==> config.mk <==
export PLATFORM = sky130hd
export DESIGN_NAME = rst_sequencer
export DESIGN_NICKNAME = d
export VERILOG_FILES = /design/src/rtl/rst_seq_pkg.sv /design/src/rtl/rst_sync.sv /design/src/rtl/rst_sequencer.sv
export SDC_FILE = /design/constraint.sdc
export NUM_CORES = 1
export LEC_CHECK = 0
export ABC_AREA = 1
export ABC_CLOCK_PERIOD_IN_PS = 1950
export CAP_MARGIN = 20
export CORE_MARGIN = 10
export CORE_UTILIZATION = 39
export DETAILED_ROUTE_END_ITERATION = 6
export SLEW_MARGIN = 20
export SYNTH_ARGS = -nofsm -noshare
export SYNTH_HDL_FRONTEND = slang
export SYNTH_SLANG_ARGS = --single-unit
==> constraint.sdc <==
create_clock -name clk -period 1.95 [get_ports clk]
set_input_delay 0.2925 -clock clk [delete_from_list [all_inputs] [get_ports clk]]
set_output_delay 0.2925 -clock clk [all_outputs]
set_load 0.05 [all_outputs]
==> src/rtl/rst_seq_pkg.sv <==
// rst_seq_pkg: shared types and helpers for the reset sequencer.
//   state_e   - FSM state encoding, also exported on state_o
//   cnt_width - width of the single shared state counter
package rst_seq_pkg;

    typedef enum logic [2:0] {
        S_ASSERT  = 3'd0,
        S_HOLD    = 3'd1,
        S_RELEASE = 3'd2,
        S_RUN     = 3'd3,
        S_SOFT    = 3'd4
    } state_e;

    // The counter must reach the largest terminal value of any state
    // without wrapping; one extra bit keeps the +1 in HOLD/RUN safe.
    function automatic int cnt_width(input int n_ch, input int hold,
                                     input int stagger, input int div);
        int m;
        m = hold;
        if ((n_ch - 1) * stagger + 1 > m) m = (n_ch - 1) * stagger + 1;
        if (div > m) m = div;
        return $clog2(m) + 1;
    endfunction

endpackage

==> src/rtl/rst_sync.sv <==
// rst_sync: reset release synchroniser. Asserts asynchronously with rst,
// releases after STAGES rising edges of clk.
//   clk  in  system clock
//   rst  in  asynchronous active-low reset
//   d_i  in  value shifted in once out of reset (normally 1)
//   q_o  out synchronised release, 0 while in reset
module rst_sync #(
    parameter int STAGES = 2
) (
    input  logic clk,
    input  logic rst,
    input  logic d_i,
    output logic q_o
);

    logic [STAGES-1:0] sync_q;
    logic [STAGES-1:0] sync_d;

    always_comb begin
        sync_d = {sync_q[STAGES-2:0], d_i};
    end

    always_ff @(posedge clk or negedge rst) begin
        if (!rst) sync_q <= '0;
        else      sync_q <= sync_d;
    end

    assign q_o = sync_q[STAGES-1];

endmodule

==> src/rtl/rst_sequencer.sv <==
// rst_sequencer: staggered per-domain reset release with a divided
// clock-enable tick and a software re-reset handshake.
//   clk       in  system clock
//   rst       in  asynchronous active-low board reset
//   soft_req  in  level request for a soft re-reset (honoured in RUN only)
//   soft_ack  out high while the soft reset is held
//   rst_out   out per-channel active-high reset, bit 0 released first
//   tick      out one-cycle enable every DIV cycles while in RUN
//   ready     out all channels released
//   state_o   out current FSM state
module rst_sequencer
    import rst_seq_pkg::*;
#(
    parameter int N_CH        = 4,
    parameter int SYNC_STAGES = 2,
    parameter int HOLD_CYCLES = 16,
    parameter int STAGGER     = 4,
    parameter int DIV         = 4
) (
    input  logic            clk,
    input  logic            rst,
    input  logic            soft_req,
    output logic            soft_ack,
    output logic [N_CH-1:0] rst_out,
    output logic            tick,
    output logic            ready,
    output logic [2:0]      state_o
);

    localparam int CW = cnt_width(N_CH, HOLD_CYCLES, STAGGER, DIV);
    localparam logic [CW-1:0] HOLD_LAST = CW'(HOLD_CYCLES - 1);
    localparam logic [CW-1:0] REL_LAST  = CW'((N_CH - 1) * STAGGER);
    localparam logic [CW-1:0] DIV_LAST  = CW'(DIV - 1);

    logic sync_done;

    rst_sync #(.STAGES(SYNC_STAGES)) u_sync (
        .clk (clk),
        .rst (rst),
        .d_i (1'b1),
        .q_o (sync_done)
    );

    state_e          state_q, state_d;
    logic [CW-1:0]   cnt_q, cnt_d;
    logic [N_CH-1:0] rst_out_q, rst_out_d;
    logic            ready_q, ready_d;
    logic            tick_q, tick_d;
    logic            soft_ack_q, soft_ack_d;
    logic            go_run;

    always_comb begin
        state_d    = state_q;
        cnt_d      = cnt_q + 1'b1;
        rst_out_d  = rst_out_q;
        ready_d    = ready_q;
        tick_d     = 1'b0;
        soft_ack_d = soft_ack_q;
        go_run     = 1'b0;

        case (state_q)
            S_ASSERT: begin
                cnt_d      = '0;
                rst_out_d  = '1;
                ready_d    = 1'b0;
                soft_ack_d = 1'b0;
                if (sync_done) state_d = S_HOLD;
            end
            S_HOLD: begin
                if (cnt_q == HOLD_LAST) begin
                    cnt_d = '0;
                    if (N_CH == 1) begin
                        go_run = 1'b1;
                    end else begin
                        state_d      = S_RELEASE;
                        rst_out_d[0] = 1'b0;
                    end
                end
            end
            S_RELEASE: begin
                // cnt_d is the number of cycles since RELEASE entry
                for (int i = 1; i < N_CH; i++) begin
                    if (cnt_d == CW'(i * STAGGER)) rst_out_d[i] = 1'b0;
                end
                if (cnt_d == REL_LAST) go_run = 1'b1;
            end
            S_RUN: begin
                if (soft_req) begin
                    state_d    = S_SOFT;
                    cnt_d      = '0;
                    rst_out_d  = '1;
                    ready_d    = 1'b0;
                    soft_ack_d = 1'b1;
                end else if (cnt_q == DIV_LAST) begin
                    tick_d = 1'b1;
                    cnt_d  = '0;
                end
            end
            S_SOFT: begin
                cnt_d = '0;
                if (!soft_req) begin
                    state_d    = S_HOLD;
                    soft_ack_d = 1'b0;
                end
            end
            default: begin
                state_d   = S_ASSERT;
                cnt_d     = '0;
                rst_out_d = '1;
                ready_d   = 1'b0;
            end
        endcase

        // A request already pending at RUN entry goes straight to SOFT so
        // the channels are never released for a single cycle.
        if (go_run) begin
            cnt_d = '0;
            if (soft_req) begin
                state_d    = S_SOFT;
                rst_out_d  = '1;
                ready_d    = 1'b0;
                soft_ack_d = 1'b1;
            end else begin
                state_d   = S_RUN;
                rst_out_d = '0;
                ready_d   = 1'b1;
            end
        end
    end

    always_ff @(posedge clk or negedge rst) begin
        if (!rst) begin
            state_q    <= S_ASSERT;
            cnt_q      <= '0;
            rst_out_q  <= '1;
            ready_q    <= 1'b0;
            tick_q     <= 1'b0;
            soft_ack_q <= 1'b0;
        end else begin
            state_q    <= state_d;
            cnt_q      <= cnt_d;
            rst_out_q  <= rst_out_d;
            ready_q    <= ready_d;
            tick_q     <= tick_d;
            soft_ack_q <= soft_ack_d;
        end
    end

    assign rst_out  = rst_out_q;
    assign ready    = ready_q;
    assign tick     = tick_q;
    assign soft_ack = soft_ack_q;
    assign state_o  = state_q;

endmodule

==> flow_summary.json <==
{
  "max_cap_violations": 0,
  "path_depth": 1,
  "die_width_microns": 69.0,
  "synth-seq-cells": 17,
  "max_slew_margin": 0.665,
  "fin_setup_tns_ps": 0,
  "fp.dieH_microns": 69.0,
  "worst_pin_slew_ps": 501,
  "worst_clock_skew_ps": 2.44,
  "nets": 151,
  "leakage_nw": 0.603,
  "r2r_cells": 12,
  "fillerInstances": 220,
  "ys_types": 21,
  "power.total_mw": 1.71,
  "num_vias": 832,
  "fmax_mhz": 529,
  "grt_pass1_vias": 801,
  "min_period_ps": 1890,
  "cts_sinks": 17,
  "numCtsBuffers": 3,
  "cts_tree": "done",
  "max_stage_delay_ps": 840,
  "end_kind": "output pin",
  "cpLargestDelayFamily": "buffers and inverters",
  "cts_max_level": 1,
  "finalSetupViolCount": 0,
  "hold_buffers": 0,
  "initial_core_util": 0.415,
  "avgSynthCellArea_sq_um": 7.66,
  "netlist.top_cell.by_area": "dfrtp_1",
  "final_common_cell": "nand2_1",
  "ant_nets": 0,
  "antenna_cells": 0,
  "path_class": "reg2out",
  "fin_crit_sh": 0.969,
  "clockBufferDepth": 2,
  "io_buffers": 12,
  "most-common-layout-cells": "40 x nand2_1, 14 x inv_1, 13 x dfrtp_1, 11 x buf_4, 10 x nor2_1",
  "yosys_warnings": 0,
  "die-area_sq_um": 4750,
  "cp.required_ps": 1660,
  "gp_congestion": 0.853,
  "syn_inst": 122,
  "crit_fanout": 6,
  "ctsRootBufferMaster": "clkbuf_4",
  "arrival_ps": 1600,
  "powerDensity_nw_per_um2": 1480,
  "grt_max_degree": 18,
  "synth_nets": 128,
  "wl_per_cell_microns": 12.0,
  "drive_above_1_share": 0.243,
  "drcViolationCount": 0,
  "antenna_found_initial": 0,
  "finalHoldViolCount": 0,
  "path_clk_slew_ps": 100,
  "io_pins": 13,
  "ir_drop_mv": 0.900,
  "slew_violations": 0,
  "core_area_sq_um": 2250,
  "avgViaCountPerCell": 4.84,
  "grt_pass1_wl_microns": 3360,
  "cpMaxStageDelayCell": "clkdlybuf4s50_1",
  "synth.top_cell.area_share": 0.348,
  "track_usage": 0.0918,
  "grt-ovfl-total": 0,
  "syn_area_sq_um": 935,
  "crit_buf_inv": 1,
  "area_delta_synth_final_pct": 24.2,
  "num_rows": 17,
  "drt-total-wl_microns": 2070,
  "yosysSeqAreaShare": 0.461,
  "status": "finished clean",
  "drtIter0Drc": 24,
  "crit_chain": "clkdlybuf4s50_1",
  "start_kind": "flop",
  "clk_latency_ps": 290,
  "grt_setup_unrepaired": "no",
  "min_path_type": "in2async",
  "synthTopCellsByArea": "dfrtp_1 35%, nand2_1 17%, dfstp_2 11%, inv_1 5.6%, nand3_1 4.3%",
  "hpwl_microns": 1580,
  "drt_first_pass_iters": 4
}
-- cells by family after synthesis --
logic type	after synthesis	share of synthesized area
AND/OR/NAND/NOR	75	0.368
flip-flops	17	0.461
AO/OA/AOI/OAI	7	0.0455
other	1	0.00401
adder cells (fa/ha/maj)	3	0.0402
XOR/XNOR	1	0.00937
buffers and inverters	18	0.0723
-- layer usage --
metal	routed length, microns	vias up	GRT usage	share of wire
li1	-	425	-	-
met1	915	394	0.0945	0.44
met2	1030	9	0.169	0.50
met3	94	4	0.0274	0.045
met4	31	0	0.0369	0.015
met5	0	-	0	0
-- synthesized netlist by cell type --
cell type / count
nor2_2: 3
o22ai_1: 1
nand3_1: 8
ha_1: 3
xnor2_1: 1
inv_1: 14
o21a_1: 1
dfrtp_1: 13
nand3_2: 1
nand2_2: 2
conb_1: 1
o21ai_0: 1
o21ai_2: 1
nand2_1: 42
dfstp_2: 4
inv_2: 4
nand3b_1: 1
nand4_1: 6
a21oi_1: 3
nor2_4: 2
nor2_1: 10
-- area by class of cell --
class                   count  area [sq um]  area share
inverters                  18          67.6      0.0582
clock buffers               4          26.3      0.0226
repair buffers             18           153       0.131
multi-input cells          87           449       0.387
well taps                  28          35.0      0.0302
flip-flops and latches     17           430       0.371
-- report_power, final --
group	internal (mW)	switching (mW)	total, mW
Sequential	0.469	0.0789	0.548
Clock	0.0797	0.113	0.193
Combinational	0.326	0.647	0.973
-- per-stage QoR --
stage                     hold WS [ps]  cells  instance area (sq um)  utilization  worst slack, ps
final                              309    172                   1160        0.515             60.2
after floorplan                  -3.09    122                    935            -              174
after global placement             340    164                   1090        0.484              118
after CTS                          310    169                   1130        0.499             39.9
after detailed placement           344    164                   1090        0.484             20.8
after global routing               319    172                   1160        0.515             4.06
-- sequential cells by signal, indices dropped and copies added (netlist names) --
name,count
u_sync.sync_q,2
ready,1
state_o,3
rst_out,4
cnt_q,5
soft_ack,1
tick,1
-- final timing paths --
kind	startpoint	endpoint	slack, ps
setup / recovery	state_o[1]	state_o[1]	60
max in group asynchronous	rst	rst_out[1]	1390
hold / removal	rst	ready	310
min in group clk	u_sync.sync_q[0]	u_sync.sync_q[1]	360
setup reg to reg	cnt_q[1]	state_o[2]	130
hold reg to reg	u_sync.sync_q[0]	u_sync.sync_q[1]	360
-- repair_timing --
item,4_1_cts,5_1_grt
setup endpoints to repair,2,11
endpoints found under the hold margin,0,0
setup buffers,1,3
pin swaps,0,2
resized for setup,0,4
Note: power is estimated with default switching activity, not from simulation.
